--- src/rtl/cpu_ifetch.sv ---
// Instruction fetch stage: one-entry word buffer in front of a req/gnt/rvalid memory bus.
// Define CPU_IFETCH_PREFETCH_EN to add a second entry filled by a next-address prefetch.
module cpu_ifetch #(
  parameter int unsigned width       = 16,
  parameter int unsigned iaddr_width = 10
) (
  input  logic                   clk,
  input  logic                   reset,
  input  logic [iaddr_width-1:0] iaddr,
  output logic [width-1:0]       idata,
  output logic                   stall,
  input  logic                   flush,
  output logic                   mem_req,
  output logic [iaddr_width-1:0] mem_addr,
  input  logic                   mem_gnt,
  input  logic                   mem_rvalid,
  input  logic [width-1:0]       mem_rdata
);

  typedef enum logic [1:0] {IDLE, REQ, RESP} state_t;

  state_t                 state, state_d;
  logic                   mem_req_d;
  logic [iaddr_width-1:0] mem_addr_d;
  logic                   kill, kill_d;
  logic [iaddr_width-1:0] a_addr, a_addr_d;
  logic [width-1:0]       a_data, a_data_d;
  logic                   a_valid, a_valid_d;
  logic                   a_hit, hit;
  logic                   resp_done, fill;

  assign a_hit     = a_valid && (a_addr == iaddr);
  assign stall     = ~hit;
  // response consumed on rvalid in RESP, or on a same-cycle gnt+rvalid in REQ
  assign resp_done = mem_rvalid && ((state == RESP) || ((state == REQ) && mem_gnt));
  assign fill      = resp_done && !kill && !flush;

`ifdef CPU_IFETCH_PREFETCH_EN
  logic [iaddr_width-1:0] b_addr, b_addr_d;
  logic [width-1:0]       b_data, b_data_d;
  logic                   b_valid, b_valid_d;
  logic                   pf_pending, pf_pending_d;
  logic                   pf_inflight, pf_inflight_d;
  logic                   b_hit;
  logic [iaddr_width-1:0] pf_addr;

  assign b_hit   = b_valid && (b_addr == iaddr);
  assign hit     = a_hit || b_hit;
  assign idata   = (b_hit && !a_hit) ? b_data : a_data;
  assign pf_addr = a_addr + iaddr_width'(1);
`else
  assign hit   = a_hit;
  assign idata = a_data;
`endif

  // next-state and datapath update
  always_comb begin
    state_d    = state;
    mem_req_d  = mem_req;
    mem_addr_d = mem_addr;
    kill_d     = kill;
    a_addr_d   = a_addr;
    a_data_d   = a_data;
    a_valid_d  = a_valid;
`ifdef CPU_IFETCH_PREFETCH_EN
    b_addr_d      = b_addr;
    b_data_d      = b_data;
    b_valid_d     = b_valid;
    pf_pending_d  = pf_pending;
    pf_inflight_d = pf_inflight;
`endif

    case (state)
      IDLE: begin
        if (!hit && !flush) begin
          mem_req_d  = 1'b1;
          mem_addr_d = iaddr;
          state_d    = REQ;
        end
`ifdef CPU_IFETCH_PREFETCH_EN
        else if (a_hit && pf_pending && !flush) begin
          pf_pending_d = 1'b0;
          if (!(b_valid && (b_addr == pf_addr))) begin
            mem_req_d     = 1'b1;
            mem_addr_d    = pf_addr;
            pf_inflight_d = 1'b1;
            state_d       = REQ;
          end
        end
`endif
      end
      REQ: begin
        if (flush) kill_d = 1'b1;
        if (mem_gnt) begin
          mem_req_d = 1'b0;
          state_d   = mem_rvalid ? IDLE : RESP;
        end
      end
      RESP: begin
        if (flush) kill_d = 1'b1;
        if (mem_rvalid) state_d = IDLE;
      end
      default: begin
        state_d   = IDLE;
        mem_req_d = 1'b0;
      end
    endcase

`ifdef CPU_IFETCH_PREFETCH_EN
    // a demand miss elsewhere abandons the in-flight prefetch
    if ((state != IDLE) && pf_inflight && !hit && (iaddr != mem_addr)) kill_d = 1'b1;
    if (b_hit && !a_hit) begin
      a_addr_d     = b_addr;
      a_data_d     = b_data;
      a_valid_d    = 1'b1;
      b_valid_d    = 1'b0;
      pf_pending_d = 1'b1;
    end
`endif

    if (resp_done) kill_d = 1'b0;

`ifdef CPU_IFETCH_PREFETCH_EN
    if (resp_done) pf_inflight_d = 1'b0;
    if (fill && pf_inflight) begin
      b_addr_d  = mem_addr;
      b_data_d  = mem_rdata;
      b_valid_d = 1'b1;
    end else if (fill) begin
      a_addr_d     = mem_addr;
      a_data_d     = mem_rdata;
      a_valid_d    = 1'b1;
      pf_pending_d = 1'b1;
    end
`else
    if (fill) begin
      a_addr_d  = mem_addr;
      a_data_d  = mem_rdata;
      a_valid_d = 1'b1;
    end
`endif

    if (flush) begin
      a_valid_d = 1'b0;
`ifdef CPU_IFETCH_PREFETCH_EN
      b_valid_d    = 1'b0;
      pf_pending_d = 1'b0;
`endif
    end
  end

  // state register
  always_ff @(posedge clk or posedge reset) begin
    if (reset) begin
      state    <= IDLE;
      mem_req  <= 1'b0;
      mem_addr <= '0;
      kill     <= 1'b0;
      a_addr   <= '0;
      a_data   <= '0;
      a_valid  <= 1'b0;
`ifdef CPU_IFETCH_PREFETCH_EN
      b_addr      <= '0;
      b_data      <= '0;
      b_valid     <= 1'b0;
      pf_pending  <= 1'b0;
      pf_inflight <= 1'b0;
`endif
    end else begin
      state    <= state_d;
      mem_req  <= mem_req_d;
      mem_addr <= mem_addr_d;
      kill     <= kill_d;
      a_addr   <= a_addr_d;
      a_data   <= a_data_d;
      a_valid  <= a_valid_d;
`ifdef CPU_IFETCH_PREFETCH_EN
      b_addr      <= b_addr_d;
      b_data      <= b_data_d;
      b_valid     <= b_valid_d;
      pf_pending  <= pf_pending_d;
      pf_inflight <= pf_inflight_d;
`endif
    end
  end

endmodule

--- config.mk ---
export PLATFORM = sky130hd
export DESIGN_NAME = cpu_ifetch
export DESIGN_NICKNAME = d
export VERILOG_FILES = /design/src/rtl/cpu_ifetch.sv
export SDC_FILE = /design/constraint.sdc
export NUM_CORES = 1
export LEC_CHECK = 0
export BUFFER_PORTS_ARGS = -buffer_cell sky130_fd_sc_hd__buf_2
export CAP_MARGIN = 20
export CORE_MARGIN = 5
export CORE_UTILIZATION = 40
export CTS_CLUSTER_DIAMETER = 120
export DETAILED_ROUTE_END_ITERATION = 6
export PLACE_DENSITY_LB_ADDON = 0.25
export SLEW_MARGIN = 40
export SYNTH_ARGS = -nofsm -noshare
export SYNTH_HDL_FRONTEND = slang
export SYNTH_SLANG_ARGS = --single-unit
--- constraint.sdc ---
create_clock -name clk -period 5.45 [get_ports clk]
set_input_delay 0.545 -clock clk [delete_from_list [all_inputs] [get_ports clk]]
set_output_delay 0.545 -clock clk [all_outputs]
set_load 0.01 [all_outputs]
Yosys cells after proc, flatten, opt, wreduce, memory -nomap -nowiden
Cells that the tools add are included.
Widths: inputs -> output; s select.
{ "op_classes": {"eq_ne": 6, "muxes": 13, "n_bitwise": 2, "n_reduce_logical": 19} }
{ "op_table": {"columns": ["cell", "count"], "rows": [
  ["$eq 10x10->1", 1],
  ["$mux 2", 4],
  ["$mux 1", 7],
  ["$logic_and 1x1->1", 6],
  ["$ne 2x2->1 const B", 3],
  ["$pmux 2 s3", 1],
  ["$reduce_and 3->1", 2],
  ["$reduce_bool 2->1", 3],
  ["$reduce_and 2->1", 2],
  ["$logic_not 1->1", 3],
  ["$pmux 1 s3", 1],
  ["$eq 2x1->1 const B", 1],
  ["$eq 2x2->1 const B", 1],
  ["$logic_not 2->1", 1],
  ["$not 1->1", 2],
  ["$reduce_or 2->1", 1],
  ["$logic_or 1x1->1", 1]
]} }
{ "word_totals": {"reg_bits": 41, "output_inout_bits": 28, "wordCells": 47} }

Logic depth before layout (Yosys ltp)
{ "logic_depth": {"word_depth": 8, "ltp_mapped": 7, "ltp_nobuf": 6} }

Worst setup path before layout
No wires, ideal clock.
{ "synth_timing": {"kind": "input to output", "start": "in iaddr[0]", "end": "out stall", "arrival_ps": 1424, "required_time_ps": 4905, "setup_slack_ps": 3481, "path_stages": 3, "cell_sequence": "xnor2_1 nand4_2 or3_2"} }
{ "synth_between": {"elab_chain_len": 3} }
{ "synth_lines": {"columns": ["element", "line_no", "source"], "rows": [
  ["start, declared", "9", "input logic [iaddr_width-1:0] iaddr,"],
  ["$eq 10x10->1", "32", "assign a_hit = a_valid && (a_addr == iaddr);"],
  ["$logic_and 1x1->1", "32", null],
  ["$not 1->1", "33", "assign stall = ~hit;"],
  ["end, declared", "11", "output logic stall,"]
]} }
No other way between the ends.

Worst setup path in the final report
{ "layout_timing": {"start": "reg a_addr[7]", "end": "out stall"} }
{ "layout_between": {"elab_chain_len": 3} }
{ "layout_lines": {"columns": ["element", "line_no", "source"], "rows": [
  ["start, declared", "26", "logic [iaddr_width-1:0] a_addr, a_addr_d;"],
  ["start signal, assigned", "174", "a_addr <= a_addr_d;"],
  ["$eq 10x10->1", "32", null],
  ["$logic_and 1x1->1", "32", null],
  ["$not 1->1", "33", null]
]} }
No other way between the ends.

==> flow_metrics.tcl <==
set metrics [dict create \
    run_status "completed" \
    layout-drive-gt1-share_pct 57.1 \
    ys_seq_elements 41 \
    fmax_mhz 430 \
    multiInputGateArea_um2 722 \
    die_height_um 76.7 \
    post-cts-setup-buffer-count 0 \
    drcViolationCount 0 \
    io_buffers 58 \
    clk_latency_ps 290 \
    clkPwrFrac_pct 16.2 \
    ff_latch_area_um2 1030 \
    worst_pin_slew_ps 619 \
    final-max-slew-violation-count 0 \
    grt-ovfl-total 0 \
    crit_chain "xnor2_1 -> nand4_2 -> or3_2 -> buf_2" \
    clock-root-buffer "clkbuf_8" \
    dieArea_um2 5890 \
    track_usage_pct 12.6 \
    ant_nets 0 \
    areaGrowthSynthToFinish_pct 24.6 \
    ys_types 24 \
    synthTopCellsByArea "dfrtp_1 58%, mux2_2 23%, xnor2_1 4.9%, ha_1 2.1%, inv_1 1.5%" \
    cts_max_level 2 \
    grt_pass1_wl_um 6110 \
    place_ws_ps 3120 \
    muxShareOfSynthArea_pct 22.8 \
    n_fill_cell 412 \
    die_w_um 76.7 \
    fin_crit_ps 2330 \
    crit_path_top_delay_cell "or3_2" \
    crit_family "simple AND/OR/NAND/NOR gates" \
    p_seq_share_pct 45.5 \
    min-delay-path-class "in2async" \
    core_area_um2 4320 \
    cts_tree "yes" \
    netlist_area_um2 1780 \
    p_sw_uw 382 \
    viasPerCell 4.96 \
    yosysSeqAreaShare_pct 57.6 \
    mostFrequentLayoutCell "buf_2" \
    post_cts_resized 0 \
    synth_compound_area_share_pct 6.11 \
    switching_share_pct 33.5 \
    fin_ws_ps 3120 \
    syn_inst 124 \
    hold_viol_final 0 \
    power.leakage_nw 1.08 \
    finalClockSkew_ps 9.78 \
    cts_buffers 5 \
    max-slew-margin-rel_pct 57.6 \
    total_power_mw 1.14 \
    finalCritPeriodShare_pct 42.7 \
    synth_top_cell_area_share_pct 57.6 \
    detail_route.wl_per_cell_um 14.7 \
    cp_data_required_time_ps 4910 \
    yosysTopAreaCell "dfrtp_1" \
    syn_area_per_cell_um2 14.4 \
    final-setup-viol-count 0 \
    antenna_cells 0 \
    pin_count 59 \
    drtIter0Drc 13 \
    fin_setup_tns_ps 0 \
    dp_hpwl_um 2660 \
    start_util_pct 41.2 \
    ctsHoldBuffers 0 \
    comb_power_share_pct 38.2 \
    synth_top_family_by_area "multiplexers" \
    globalplace.congestion 0.697 \
    clkSlewWorstSetupHoldPaths_ps 80 \
    first_global_vias 1389 \
    rsz0062_at_grt "false" \
    synth-xor-area-share_pct 4.92 \
    internal-power_uw 758 \
    synth_fa_ha_area_share_pct 2.11 \
    p_per_area_nw_per_um2 513 \
    antenna_found_initial 0 \
    syn_nets 158 \
    totalWireLength_um 3540 \
    critPathBufInv 1 \
    final_cell_mix "58 x buf_2, 41 x dfrtp_1, 36 x mux2_2" \
    peakVddDrop_mv 0.280 \
    synth-simple-area-share_pct 4.49 \
    ys_warn_count 0 \
    rows 24 \
    drt_pass1_iterations 4 \
    cp_max_fo 5 \
    worstSetupStartpointType "register" \
    crit_type "reg2out" \
    vias 1196 \
    maxCapViolations 0 \
    cpPeakStageDelay_ps 520 \
    grt_max_degree 42 \
    clockBufferDepth 2 \
    cp-end-kind "primary output" \
    hold_slack_ps 376 \
    nets 222 \
    cts_num_sinks 41 \
    cp.arrival_ps 1780 \
]
[power by group through the flow]
stage | Sequential, mW | Clock, mW | Combinational [mW]
floorplan | 0.564 | 0 | 0.233
global placement | 0.516 | 0 | 0.430
detailed placement | 0.523 | 0 | 0.446
CTS | 0.521 | 0.195 | 0.445
global route | 0.537 | 0.208 | 0.476
finish | 0.519 | 0.185 | 0.436
[flip-flops by register name, indices dropped and copies added (netlist names)]
signal,flops
kill,1
idata,16
a_addr,10
mem_req,1
mem_addr,10
a_valid,1
state,2
[final cells by class]
| cell class | instances | area share (%) |
|---|---|---|
| Clock buffer | 6 | 3.27 |
| Clock inverter | 2 | 0.451 |
| Inverter | 7 | 1.18 |
| Multi-Input combinational cell | 74 | 32.5 |
| Sequential cell | 41 | 46.2 |
| Tap cell | 52 | 2.93 |
| Timing Repair Buffer | 59 | 13.4 |
[worst paths after layout]
kind                                       start                 endpoint  slack [ps]  depth (start not counted)
min in group clk             mem_req$_DFFE_PP0P_      mem_req$_DFFE_PP0P_         480                          1
max in group asynchronous                  reset  mem_addr[4]$_DFFE_PP0P_        4720                          3
max                        a_addr[7]$_DFFE_PP0P_                    stall        3120                          4
max reg2reg                 state[1]$_DFFE_PP0P_     idata[3]$_DFFE_PP0P_        3380                          6
min                                        reset    a_addr[0]$_DFFE_PP0P_         380                          3
min reg2reg                  mem_req$_DFFE_PP0P_      mem_req$_DFFE_PP0P_         480                          1
[routing by layer]
metal	vias to the layer above	track usage, %	routed length (um)
li1	570	-	-
met1	578	13.5	1430
met2	42	22.2	1800
met3	6	4.80	262
met4	0	4.90	51
met5	-	0	0
[synth_stat cells]
master,number
dfrtp_1,41
a22oi_1,1
o311ai_4,1
nand4_1,1
o2bb2ai_1,1
nor3_1,1
ha_1,3
a21oi_1,2
nand2_1,2
mux2_2,36
a211oi_1,1
buf_2,2
nand2b_1,1
a2111oi_0,1
nor2_1,1
xnor2_1,10
or3_2,1
nand4_2,2
or4_2,1
o41ai_1,2
a21boi_0,1
inv_1,7
o21ai_0,3
nand3_1,2
[metrics by stage]
stage | area [um2] | util, % | std cells
3_5_place_dp | 2140 | 49.4 | 233
6_report | 2220 | 51.3 | 241
3_3_place_gp | 2130 | 49.4 | 233
5_1_grt | 2220 | 51.3 | 241
2_1_floorplan | 1780 | - | 124
4_1_cts | 2220 | 51.3 | 241
[cell families after synthesis]
group                      count (synthesis)
and+or+nand+nor                           12
xor gates and xnor gates                  10
DFF                                       41
AOI/OAI and AO/OA                         13
buffers and inverters                      9
muxes                                     36
adders and majority gates                  3
[tightest hold or removal path, delay by kind of cell]
kind	cells	cell delay, ps
buffers and inverters	3	570
No activity file was read; power rests on OpenSTA's default activity.
